<file path="config.mk">
export PLATFORM = sky130hd
export DESIGN_NAME = mioc_fabric
export DESIGN_NICKNAME = d
export VERILOG_FILES = /design/src/rtl/mioc_fabric.sv
export SDC_FILE = /design/constraint.sdc
export NUM_CORES = 1
export LEC_CHECK = 0
export CAP_MARGIN = 20
export CORE_MARGIN = 4
export CORE_UTILIZATION = 37
export CTS_BUF_LIST = sky130_fd_sc_hd__clkbuf_8
export CTS_CLUSTER_DIAMETER = 60
export CTS_CLUSTER_SIZE = 24
export DETAILED_ROUTE_END_ITERATION = 12
export GPL_TIMING_DRIVEN = 0
export PLACE_DENSITY = 0.77
export SLEW_MARGIN = 20
export SYNTH_ARGS = -nofsm -noshare
export SYNTH_HDL_FRONTEND = slang
export SYNTH_SLANG_ARGS = --single-unit
</file>
<file path="constraint.sdc">
create_clock -name clk_i -period 3.1 [get_ports clk_i]
set_input_delay 0.31 -clock clk_i [delete_from_list [all_inputs] [get_ports clk_i]]
set_output_delay 0.31 -clock clk_i [all_outputs]
set_load 0.005 [all_outputs]
</file>
<file path="src/rtl/mioc_fabric.sv">
// mioc_fabric: decodes MIPS data-port accesses by base/mask and drives one of NUM_SLV slaves.
// Latency: zero-wait slave completes at request+2 cycles; unmapped access errors at request+1.
// Backpressure: memStall_o holds the CPU until DONE/ERR; slave waits are bounded by TIMEOUT.
// Optional MIOC_ERR_CAPTURE_EN adds sticky first-fault capture (errAddr_o/errValid_o/errClr_i).
module mioc_fabric #(
   parameter int                         NUM_SLV  = 2,
   parameter int                         ADDR_W   = 32,
   parameter int                         DATA_W   = 32,
   parameter logic [NUM_SLV*ADDR_W-1:0]  SLV_BASE = {32'h1000_0000, 32'h0000_0000},
   parameter logic [NUM_SLV*ADDR_W-1:0]  SLV_MASK = {32'hF000_0000, 32'hF000_0000},
   parameter int                         TIMEOUT  = 16,
   parameter logic [DATA_W-1:0]          ERR_DATA = 32'hDEAD_BEEF
) (
   input  logic                        clk_i,
   input  logic                        rst_i,
   input  logic                        memCe_i,
   input  logic                        memWr_i,
   input  logic [ADDR_W-1:0]           memAddr_i,
   input  logic [DATA_W-1:0]           wtData_i,
   output logic [DATA_W-1:0]           rdData_o,
   output logic                        memStall_o,
   output logic                        busErr_o,
   output logic [NUM_SLV-1:0]          slvCe_o,
   output logic                        slvWe_o,
   output logic [ADDR_W-1:0]           slvAddr_o,
   output logic [DATA_W-1:0]           slvWtData_o,
   input  logic [NUM_SLV*DATA_W-1:0]   slvRdData_i,
   input  logic [NUM_SLV-1:0]          slvReady_i
`ifdef MIOC_ERR_CAPTURE_EN
   ,
   output logic [ADDR_W-1:0]           errAddr_o,
   output logic                        errValid_o,
   input  logic                        errClr_i
`endif
);

   localparam int CW = $clog2(TIMEOUT + 1);

   typedef enum logic [1:0] {IDLE, ACCESS, DONE, ERR} state_t;

   state_t              state_q, state_d;
   logic [NUM_SLV-1:0]  sel_q, sel_d;       // one-hot latched target
   logic                we_q, we_d;
   logic [ADDR_W-1:0]   addr_q, addr_d;
   logic [DATA_W-1:0]   wdata_q, wdata_d;
   logic [DATA_W-1:0]   rdata_q, rdata_d;
   logic [CW-1:0]       cnt_q, cnt_d;

   logic [NUM_SLV-1:0]  hit;
   logic [DATA_W-1:0]   slv_rd;
   logic                tgt_rdy;

   // Address decode: scan downward so the lowest-index hit is the one left standing.
   always_comb begin
      hit = '0;
      for (int i = NUM_SLV - 1; i >= 0; i--) begin
         if ((memAddr_i & SLV_MASK[i*ADDR_W +: ADDR_W]) == SLV_BASE[i*ADDR_W +: ADDR_W]) begin
            hit    = '0;
            hit[i] = 1'b1;
         end
      end
   end

   // Read-data mux and ready of the latched target; other slaves' ready is ignored.
   always_comb begin
      slv_rd = '0;
      for (int i = 0; i < NUM_SLV; i++) begin
         if (sel_q[i]) slv_rd = slv_rd | slvRdData_i[i*DATA_W +: DATA_W];
      end
      tgt_rdy = |(slvReady_i & sel_q);
   end

   // Next-state and datapath update for the access FSM.
   always_comb begin
      state_d = state_q;
      sel_d   = sel_q;
      we_d    = we_q;
      addr_d  = addr_q;
      wdata_d = wdata_q;
      rdata_d = rdata_q;
      cnt_d   = cnt_q;
      case (state_q)
         IDLE: begin
            if (memCe_i) begin
               if (|hit) begin
                  sel_d   = hit;
                  we_d    = memWr_i;
                  addr_d  = memAddr_i;
                  wdata_d = wtData_i;
                  cnt_d   = '0;
                  state_d = ACCESS;
               end else begin
                  if (!memWr_i) rdata_d = ERR_DATA;
                  state_d = ERR;
               end
            end
         end
         ACCESS: begin
            if (tgt_rdy) begin
               if (!we_q) rdata_d = slv_rd;
               state_d = DONE;
            end else if (cnt_q == CW'(TIMEOUT - 1)) begin
               if (!we_q) rdata_d = ERR_DATA;
               state_d = ERR;
            end else begin
               cnt_d = cnt_q + CW'(1);
            end
         end
         DONE:    state_d = IDLE;
         ERR:     state_d = IDLE;
         default: state_d = IDLE;
      endcase
   end

   // State and datapath registers; reset abandons any access in flight.
   always_ff @(posedge clk_i or posedge rst_i) begin
      if (rst_i) begin
         state_q <= IDLE;
         sel_q   <= '0;
         we_q    <= 1'b0;
         addr_q  <= '0;
         wdata_q <= '0;
         rdata_q <= '0;
         cnt_q   <= '0;
      end else begin
         state_q <= state_d;
         sel_q   <= sel_d;
         we_q    <= we_d;
         addr_q  <= addr_d;
         wdata_q <= wdata_d;
         rdata_q <= rdata_d;
         cnt_q   <= cnt_d;
      end
   end

   assign slvCe_o     = sel_q & {NUM_SLV{state_q == ACCESS}};
   assign slvWe_o     = we_q & (state_q == ACCESS);
   assign slvAddr_o   = addr_q;
   assign slvWtData_o = wdata_q;
   assign rdData_o    = rdata_q;
   assign busErr_o    = (state_q == ERR);
   assign memStall_o  = memCe_i & (state_q != DONE) & (state_q != ERR);

`ifdef MIOC_ERR_CAPTURE_EN
   logic [ADDR_W-1:0] err_addr_q, err_addr_d;
   logic              err_vld_q, err_vld_d;

   // First-fault capture: a new error beats a same-cycle clear; address frozen while valid.
   always_comb begin
      err_addr_d = err_addr_q;
      err_vld_d  = err_vld_q;
      if (state_d == ERR) begin
         if (!err_vld_q) err_addr_d = (state_q == IDLE) ? memAddr_i : addr_q;
         err_vld_d = 1'b1;
      end else if (errClr_i) begin
         err_vld_d = 1'b0;
      end
   end

   // Error capture registers.
   always_ff @(posedge clk_i or posedge rst_i) begin
      if (rst_i) begin
         err_addr_q <= '0;
         err_vld_q  <= 1'b0;
      end else begin
         err_addr_q <= err_addr_d;
         err_vld_q  <= err_vld_d;
      end
   end

   assign errAddr_o  = err_addr_q;
   assign errValid_o = err_vld_q;
`endif

endmodule
</file>
==> flow_summary.toml, run 1 <==
[global_route]
grt_pass1_vias = 4034
grt_max_degree = 59
grt-ovfl-total = 0
antenna_found_initial = 0
grt_pass1_wl_um = 21700
grt_use_total = 0.195

[logic_synthesis]
syn_inst = 316
ys.warnings.count = 0
ys_ff_latch = 106
avgSynthCellArea_um2 = 14.3
synth_cell_types = 37
syn_area_mm2 = 0.00451
yosysSeqAreaShare = 0.589
synthesis.nets = 452

[clocking]
cts_root_buf = "clkbuf_8"
cts_tree = "yes"
cts_resized = 0
ctsHoldBuffers = 0
clkTransAtPathRegs_ns = 0.10
insertion_delay_ns = 0.37
cts_buffers = 9
cts_buffer_depth = 2
post-cts-setup-buffers = 0
h-tree-depth = 3
clock-sinks = 106

[layout]
synthToLayoutAreaGrowth_pct = 61.3
final_nets = 698
drive_gt1_frac = 0.159
fin_area_mm2 = 0.00727
diodes = 0

[worst_setup_path]
crit_type = "reg2reg"
startpoint_type = "flop"
cp_top_family = "compound AO/OA/AOI/OAI gates"
worstPathMaxFanout = 10
worst_path_max_delay_cell = "a221oi_1"
path_cells = "ha_1 -> and3_1 -> ha_1 -> a221oi_1 -> o32ai_2 -> buf_2 -> o32a_1"
cp_common_cell = "ha_1"
endpoint_kind = "flop"
cp.arrival_ns = 2.64
crit_buf_inv = 1
cpPeakStageDelay_ns = 0.56
required_ns = 3.35

[power]
internal-power_mw = 4.17
pwr-share-clk = 0.142
power.switching_mw = 1.94
leakage_nw = 2.91
combPwrFrac = 0.480
powerDensity_mw_per_mm2 = 840
swShare = 0.317
ir_worst_vdd_mv = 0.355
p_seq_frac = 0.378

[placement]
dp_hpwl_um = 10600
port_buffers = 234
place_congestion = 0.885
place_area_mm2 = 0.00707

[die]
core_mm2 = 0.0120
die_area_mm2 = 0.0140
io_pins = 235
dieWidth_um = 118
initial_core_util = 0.377
die_h_um = 118
rows = 40

[drt]
drtIter0Drc = 122
routedWlPerCell_um = 19.0
drtAntennaViolNets = 0
routed_wl_um = 13500
drc = 0
via_per_inst = 5.28
num_vias = 3767
first_pass_iters = 4

[timing]
setup_violations = 0
rsz0062_at_grt = "no"
post-route-min-period_ns = 2.39
slew_headroom = 0.399
fmax_mhz = 419
worst_slew_pin_slew_ns = 0.895
setup_tns_ns = 0
hold_viol = 0
slew_viol_final = 0
skew_ns = 0.00888
fin_crit_sh = 0.770

[status]
status = "finished, final reports clean"

[flow_run]
max-cap-violations = 0

[hold_path]
hp-class = "in2async"
worst paths after layout:
path                                                     to  slack, ns                 start  depth (start not counted)
worst max register to register     rdData_o[16]$_DFFE_PP0P_       0.71  cnt_q[0]$_DFFE_PP0P_                          7
worst min-delay path            slvWtData_o[17]$_DFFE_PP0P_       0.33                 rst_i                          2
worst min register to register         cnt_q[4]$_DFFE_PP0P_       0.49  cnt_q[4]$_DFFE_PP0P_                          1
worst max-delay path               rdData_o[16]$_DFFE_PP0P_       0.71  cnt_q[0]$_DFFE_PP0P_                          7
max in group asynchronous         slvAddr_o[14]$_DFFE_PP0P_       2.13                 rst_i                          3
min in group clk_i                     cnt_q[4]$_DFFE_PP0P_       0.49  cnt_q[4]$_DFFE_PP0P_                          1
Yosys cell counts (all sizes together):
library cell / count / area share
a22oi: 11 / 0.018
a21oi: 2 / 0.0022
dfrtp: 106 / 0.59
a221oi: 1 / 0.0019
a22o: 8 / 0.016
nor2b: 3 / 0.0042
nor3: 12 / 0.013
a32o: 1 / 0.0022
buf: 12 / 0.019
nor3b: 1 / 0.0017
nand3: 1 / 0.0011
mux2: 63 / 0.16
inv: 3 / 0.0025
o21a: 1 / 0.0033
or3b: 1 / 0.0019
ha: 2 / 0.0056
and2: 7 / 0.0097
nand2: 1 / 0.00083
or4: 1 / 0.0017
o21ai: 4 / 0.0044
a21o: 2 / 0.0033
or3: 1 / 0.0014
and3: 1 / 0.0014
clkbuf: 13 / 0.011
nor2: 3 / 0.0042
o31ai: 1 / 0.0017
or4b: 1 / 0.0031
nand2b: 1 / 0.0014
o32a: 25 / 0.056
o32ai: 1 / 0.0036
a221o: 25 / 0.056
mux2i: 1 / 0.0022
sequential cells by signal (all words and copies together) (netlist names):
| signal | count |
|---|---|
| slvAddr_o | 32 |
| cnt_q | 5 |
| rdData_o | 32 |
| sel_q | 2 |
| we_q | 1 |
| slvWtData_o | 32 |
| state_q | 2 |
worst reg2reg max path: cells and delay by family (launching register included):
kind / cells / cell delay (ns)
adders and majority gates: 2 / 0.41
buffers and inverters: 1 / 0.26
and+or+nand+nor: 1 / 0.18
AOI/OAI and AO/OA: 3 / 0.99
DFF: 1 / 0.43
cell families (layout without fill, tap and decap cells):
kind of cell             count (synthesis)  after routing  share of synthesized area
buffers and inverters                   28            278                     0.0328
AND/OR/NAND/NOR                         34             34                     0.0458
adder cells (fa/ha/maj)                  2              2                    0.00555
flip-flops                             106            106                      0.589
multiplexers                            64             64                      0.160
AO/OA/AOI/OAI                           82             82                      0.168
routing by layer:
layer,track usage,up-vias,wire length (µm)
met5,0,-,0
met3,0.0923,13,1480
li1,-,1728,-
met2,0.332,159,6720
met1,0.218,1867,5180
met4,0.0527,0,149
placed cells by master, fill, tap and decap left out, types with 2 or more instances in the layout:
cell,synthesis,routed
a21o_1,2,2
a21oi_1,2,2
a221o_1,25,25
a22o_1,8,8
a22oi_1,11,11
and2_1,7,7
buf_2,4,4
buf_4,6,6
buf_6,2,2
clkbuf_1,13,13
clkbuf_8,0,11
clkdlybuf4s50_1,0,234
dfrtp_1,106,106
ha_1,2,2
inv_1,3,2
mux2_1,7,7
mux2_2,56,56
nor2_1,2,2
nor2b_1,3,3
nor3_1,12,12
o21ai_0,3,3
o32a_1,25,25
power by group through the flow:
stage,logic (mW),clock network (mW),registers [mW]
floorplan,1.23,0,2.34
detailed placement,2.95,0,2.34
finish,2.93,0.869,2.31
CTS,2.97,0.893,2.31
global route,3.16,0.947,2.40
global placement,2.86,0,2.30
layout make-up:
type                       instances  area (µm²)
fill                            1017        4690
multi-input combinational        182        1710
clock buffer                      11         151
sequential                       106        2650
inverter                           3        16.3
tap                              147         184
buffer                            25         136
clock inverter                     4        51.3
timing repair buffer             235        2370
stage by stage:
stage | setup WS [ns] | power [mW] | instances | util | hold WS [ns]
3_3_place_gp | -1.49 | 5.16 | 697 | 0.588 | 0.461
4_1_cts | 0.706 | 6.17 | 713 | 0.608 | 0.338
2_1_floorplan | 0.00111 | 3.57 | 316 | - | 0.419
5_1_grt | 0.575 | 6.51 | 713 | 0.608 | 0.352
6_report | 0.713 | 6.10 | 713 | 0.608 | 0.332
3_5_place_dp | 0.685 | 5.29 | 698 | 0.591 | 0.471
(Power assumes the default switching activity.)
==> run 2: changes to the inputs <==
--- a/config.mk
+++ b/config.mk
@@ -7,13 +7,13 @@
 export LEC_CHECK = 0
 export CAP_MARGIN = 20
 export CORE_MARGIN = 4
-export CORE_UTILIZATION = 37
+export CORE_UTILIZATION = 41
 export CTS_BUF_LIST = sky130_fd_sc_hd__clkbuf_8
 export CTS_CLUSTER_DIAMETER = 60
 export CTS_CLUSTER_SIZE = 24
 export DETAILED_ROUTE_END_ITERATION = 12
 export GPL_TIMING_DRIVEN = 0
-export PLACE_DENSITY = 0.77
+export PLACE_DENSITY = 0.81
 export SLEW_MARGIN = 20
 export SYNTH_ARGS = -nofsm -noshare
 export SYNTH_HDL_FRONTEND = slang
==> constraint.sdc (replaced) <==
create_clock -name clk_i -period 2.49 [get_ports clk_i]
set_input_delay 0.249 -clock clk_i [delete_from_list [all_inputs] [get_ports clk_i]]
set_output_delay 0.249 -clock clk_i [all_outputs]
set_load 0.005 [all_outputs]
==> run 2 against run 1 <==
Count of clock-buffer cells in the layout fell by 1. Sequential cell count did not move. Hold slack got worse by 0.025 ns. Routed wire length rose by 0.63%. Highest routed layer unchanged. Cell area rose by 0.83%. Via count rose by 1.1%. Final cell count fell by 0.56%. Critical endpoint is now slvCe_o[0].
==> flow_summary.toml, run 2 (same netlist as run 1, synthesis figures left out) <==
[clocking]
cts_root_buf = "clkbuf_8"
clock-sinks = 106
clkTransAtPathRegs_ns = 0.09
h-tree-depth = 3
cts_buffers = 9
cts_tree = "yes"
cts_buffer_depth = 2
insertion_delay_ns = 0.36
ctsHoldBuffers = 0

[layout]
final_nets = 700
stdcell_count = 709
fin_area_mm2 = 0.00733
diodes = 0
final_common_cell = "clkdlybuf4s50_1"
synthToLayoutAreaGrowth_pct = 62.6
final_cell_mix = "234 x clkdlybuf4s50_1, 106 x dfrtp_1, 56 x mux2_2"
drive_gt1_frac = 0.165

[worst_setup_path]
worstPathMaxFanout = 10
required_ns = 2.24
startpoint_type = "flop"
crit_buf_inv = 3
cpPeakStageDelay_ns = 0.51
endpoint_kind = "primary output"
cp_top_family = "buffers and inverters"
worst_path_max_delay_cell = "clkdlybuf4s50_1"
crit_type = "reg2out"
cp.arrival_ns = 1.98
path_cells = "buf_2 -> clkbuf_1 -> and2_1 -> clkdlybuf4s50_1"

[global_route]
grt-ovfl-total = 0
grt_use_total = 0.214
antenna_found_initial = 0
grt_max_degree = 35
grt_pass1_vias = 4155
grt_pass1_wl_um = 21600

[power]
leakage_nw = 2.93
powerDensity_mw_per_mm2 = 1050
power.switching_mw = 2.44
swShare = 0.316
internal-power_mw = 5.28
combPwrFrac = 0.473
p_seq_frac = 0.374
total_power_mw = 7.72
pwr-share-clk = 0.153
ir_worst_vdd_mv = 0.583

[timing]
rsz0062_at_grt = "no"
fin_crit_sh = 0.895
slew_headroom = 0.278
setup_ws_ns = 0.261
worst_slew_pin_slew_ns = 1.07
fmax_mhz = 449
post-route-min-period_ns = 2.23
slew_viol_final = 0
setup_violations = 0
skew_ns = 0.0119
hold_viol = 0

[drt]
drc = 0
drtAntennaViolNets = 0
via_per_inst = 5.37
drtIter0Drc = 136
num_vias = 3808
routed_wl_um = 13600
first_pass_iters = 4
routedWlPerCell_um = 19.2

[placement]
port_buffers = 234
place_congestion = 0.892
dp_hpwl_um = 10800
place_area_mm2 = 0.00710
pre_cts_slack_ns = 0.0304
dp_cells = 693

[hold_path]
hp-class = "in2async"

[flow_run]
max-cap-violations = 0

[die]
io_pins = 235
rows = 38
die_area_mm2 = 0.0127
dieWidth_um = 113
core_mm2 = 0.0108
die_h_um = 113
initial_core_util = 0.418

[status]
status = "finished, final reports clean"
[run 2: area by class of cell]
type	instances	area, µm²
clock inverters	6	88.8
plain buffers	25	136
clock buffers	10	138
repair buffers	237	2410
well taps	140	175
fillers	763	3460
flip-flops and latches	106	2650
inverters	3	15.0
multi-input cells	182	1710
[run 2: what timing repair did]
action                     4_1_cts  5_1_grt
gates resized for setup          0        1
buffers inserted                 0        0
setup endpoints to repair        0       20
[run 2: through the flow]
step / util / TNS (ns) / hold slack [ns]
3_5_place_dp: 0.657 / 0 / 0.480
5_1_grt: 0.679 / 0 / 0.324
2_1_floorplan: - / 0 / 0.358
3_3_place_gp: 0.651 / -1.67 / 0.459
6_report: 0.679 / 0 / 0.307
4_1_cts: 0.678 / 0 / 0.310
[run 2: power groups by stage]
| stage | sequential [mW] | clock, mW | combinational (mW) |
|---|---|---|---|
| 5_1_grt | 2.99 | 1.29 | 3.95 |
| 3_5_place_dp | 2.92 | 0 | 3.67 |
| 4_1_cts | 2.89 | 1.22 | 3.70 |
| 6_report | 2.88 | 1.18 | 3.65 |
| 2_1_floorplan | 2.91 | 0 | 1.54 |
| 3_3_place_gp | 2.87 | 0 | 3.56 |
[run 2: per-layer routing]
metal | track usage | vias up | routed length (µm)
li1 | - | 1732 | -
met1 | 0.236 | 1886 | 5100
met2 | 0.372 | 179 | 6750
met3 | 0.0963 | 11 | 1610
met4 | 0.0601 | 0 | 149
met5 | 0 | - | 0
[run 2: final timing paths]
kind	cells after the start	slack [ns]	from	end
min	2	0.31	rst_i	slvAddr_o[20]$_DFFE_PP0P_
max	4	0.26	sel_q[0]$_DFFE_PP0P_	slvCe_o[0]
min reg2reg	1	0.50	slvWtData_o[20]$_DFFE_PP0P_	slvWtData_o[20]$_DFFE_PP0P_
max in group asynchronous	4	1.46	rst_i	slvAddr_o[9]$_DFFE_PP0P_
max reg2reg	7	0.28	cnt_q[0]$_DFFE_PP0P_	rdData_o[15]$_DFFE_PP0P_
min in group clk_i	2	0.48	wtData_i[20]	slvWtData_o[20]$_DFFE_PP0P_
==> run 3: changes to the inputs <==
--- a/config.mk
+++ b/config.mk
@@ -14,6 +14,7 @@
 export DETAILED_ROUTE_END_ITERATION = 12
 export GPL_TIMING_DRIVEN = 0
 export PLACE_DENSITY = 0.81
+export SETUP_SLACK_MARGIN = 0.4
 export SLEW_MARGIN = 20
 export SYNTH_ARGS = -nofsm -noshare
 export SYNTH_HDL_FRONTEND = slang
==> run 3 against run 2 <==
Hold slack hardly changed. Via count is 0.24% higher. Maximum frequency is 9.9% higher. Final cell count is 0.99% higher. First-iteration DRC count is 8.1% lower. Combinational power is 4% higher. Cell area is 1.9% higher. Critical path depth is 3 higher. Clock power hardly changed. Sequential cell count stayed put. Register-to-register slack better by 0.18 ns. Utilization is 1.3 points higher. Largest power group unchanged.
==> flow_summary.toml, run 3 (same netlist as run 1, synthesis figures left out) <==
[status]
status = "finished, final reports clean"

[worst_setup_path]
crit_type = "reg2reg"
worstPathMaxFanout = 8
startpoint_type = "flop"
worst_path_max_delay_cell = "dfrtp_1"
endpoint_kind = "flop"
required_ns = 2.73
cp.arrival_ns = 2.27
cpPeakStageDelay_ns = 0.41
path_cells = "ha_2 -> and3_4 -> ha_4 -> a221oi_4 -> o32ai_4 -> buf_6 -> o32a_1"
cp_top_family = "compound AO/OA/AOI/OAI gates"
crit_buf_inv = 1

[global_route]
grt_max_degree = 35
grt_pass1_wl_um = 21600
grt_use_total = 0.214
antenna_found_initial = 0
grt-ovfl-total = 0
grt_pass1_vias = 4164

[drt]
drc = 0
routed_wl_um = 13900
num_vias = 3817
drtAntennaViolNets = 0
via_per_inst = 5.33
first_pass_iters = 4
routedWlPerCell_um = 19.4
drtIter0Drc = 125

[die]
initial_core_util = 0.418
dieWidth_um = 113
io_pins = 235
die_area_mm2 = 0.0127
die_h_um = 113
rows = 38
core_mm2 = 0.0108

[timing]
setup_tns_ns = 0
hold_viol = 0
fmax_mhz = 493
fin_crit_sh = 0.814
hold_slack_ns = 0.307
slew_headroom = 0.493
slew_viol_final = 0
worst_slew_pin_slew_ns = 0.756
setup_violations = 0
skew_ns = 0.0110
post-route-min-period_ns = 2.03
rsz0062_at_grt = "no"

[flow_run]
max-cap-violations = 0

[power]
combPwrFrac = 0.483
leakage_nw = 2.98
pwr-share-clk = 0.149
p_seq_frac = 0.367
swShare = 0.317
ir_worst_vdd_mv = 0.587
total_power_mw = 7.88
powerDensity_mw_per_mm2 = 1060
internal-power_mw = 5.38
power.switching_mw = 2.50

[clocking]
cts_root_buf = "clkbuf_8"
clock-sinks = 106
h-tree-depth = 3
cts_buffers = 9
clkTransAtPathRegs_ns = 0.09
insertion_delay_ns = 0.36
cts_tree = "yes"
cts_buffer_depth = 2

[layout]
fill_cells = 760
final_cell_mix = "234 x clkdlybuf4s50_1, 105 x dfrtp_1, 56 x mux2_2"
drive_gt1_frac = 0.191
final_nets = 707
synthToLayoutAreaGrowth_pct = 65.8
final_util = 0.692
final_common_cell = "clkdlybuf4s50_1"
diodes = 0

[hold_path]
hp-class = "in2async"

[placement]
port_buffers = 234
dp_hpwl_um = 10800
place_congestion = 0.892
==> run 3: through the flow <==
| step | cell area [µm²] | cells | setup slack [ns] |
|---|---|---|---|
| 2_1_floorplan | 4510 | 316 | 0.466 |
| 3_3_place_gp | 7030 | 690 | -0.0224 |
| 3_5_place_dp | 7100 | 693 | 0.0304 |
| 4_1_cts | 7360 | 709 | 0.397 |
| 5_1_grt | 7470 | 716 | 0.394 |
| 6_report | 7470 | 716 | 0.462 |
==> run 3: repair_timing <==
item,4_1_cts,5_1_grt
endpoints found under the setup margin,38,39
hold buffers,0,0
buffers inserted,0,5
pin swaps,0,3
gates cloned,0,2
gates resized for setup,10,19
==> run 3: worst paths after layout <==
path / startpoint / endpoint / slack [ns] / depth (start not counted)
min in group clk_i: wtData_i[20] / slvWtData_o[20]$_DFFE_PP0P_ / 0.48 / 2
max in group asynchronous: rst_i / slvAddr_o[9]$_DFFE_PP0P_ / 1.46 / 4
hold / removal: rst_i / slvAddr_o[20]$_DFFE_PP0P_ / 0.31 / 2
setup reg to reg: cnt_q[1]$_DFFE_PP0P_ / rdData_o[15]$_DFFE_PP0P_ / 0.46 / 7
setup / recovery: cnt_q[1]$_DFFE_PP0P_ / rdData_o[15]$_DFFE_PP0P_ / 0.46 / 7
hold reg to reg: slvWtData_o[20]$_DFFE_PP0P_ / slvWtData_o[20]$_DFFE_PP0P_ / 0.50 / 1
==> run 3: power groups by stage <==
stage | Sequential [mW] | Clock, mW | Combinational (mW)
6_report | 2.90 | 1.18 | 3.81
5_1_grt | 3.00 | 1.29 | 4.11
4_1_cts | 2.89 | 1.22 | 3.75
3_5_place_dp | 2.92 | 0 | 3.67
3_3_place_gp | 2.87 | 0 | 3.56
2_1_floorplan | 2.91 | 0 | 1.54
==> run 3: per-layer routing <==
| layer | up-vias | global-route usage | share of wire |
|---|---|---|---|
| met5 | - | 0 | 0 |
| met4 | 0 | 0.0625 | 0.013 |
| met3 | 15 | 0.0963 | 0.11 |
| met2 | 179 | 0.371 | 0.50 |
| met1 | 1875 | 0.238 | 0.38 |
| li1 | 1748 | - | - |
==> run 3: area by class of cell <==
cell class                      count  area (µm²)  area share
Multi-Input combinational cell    182        1770       0.237
Clock inverter                      6        88.8      0.0119
Buffer                             25         163      0.0218
Clock buffer                       10         138      0.0184
Timing Repair Buffer              244        2470       0.331
Sequential cell                   106        2650       0.355
Inverter                            3        15.0     0.00201
Tap cell                          140         175      0.0234
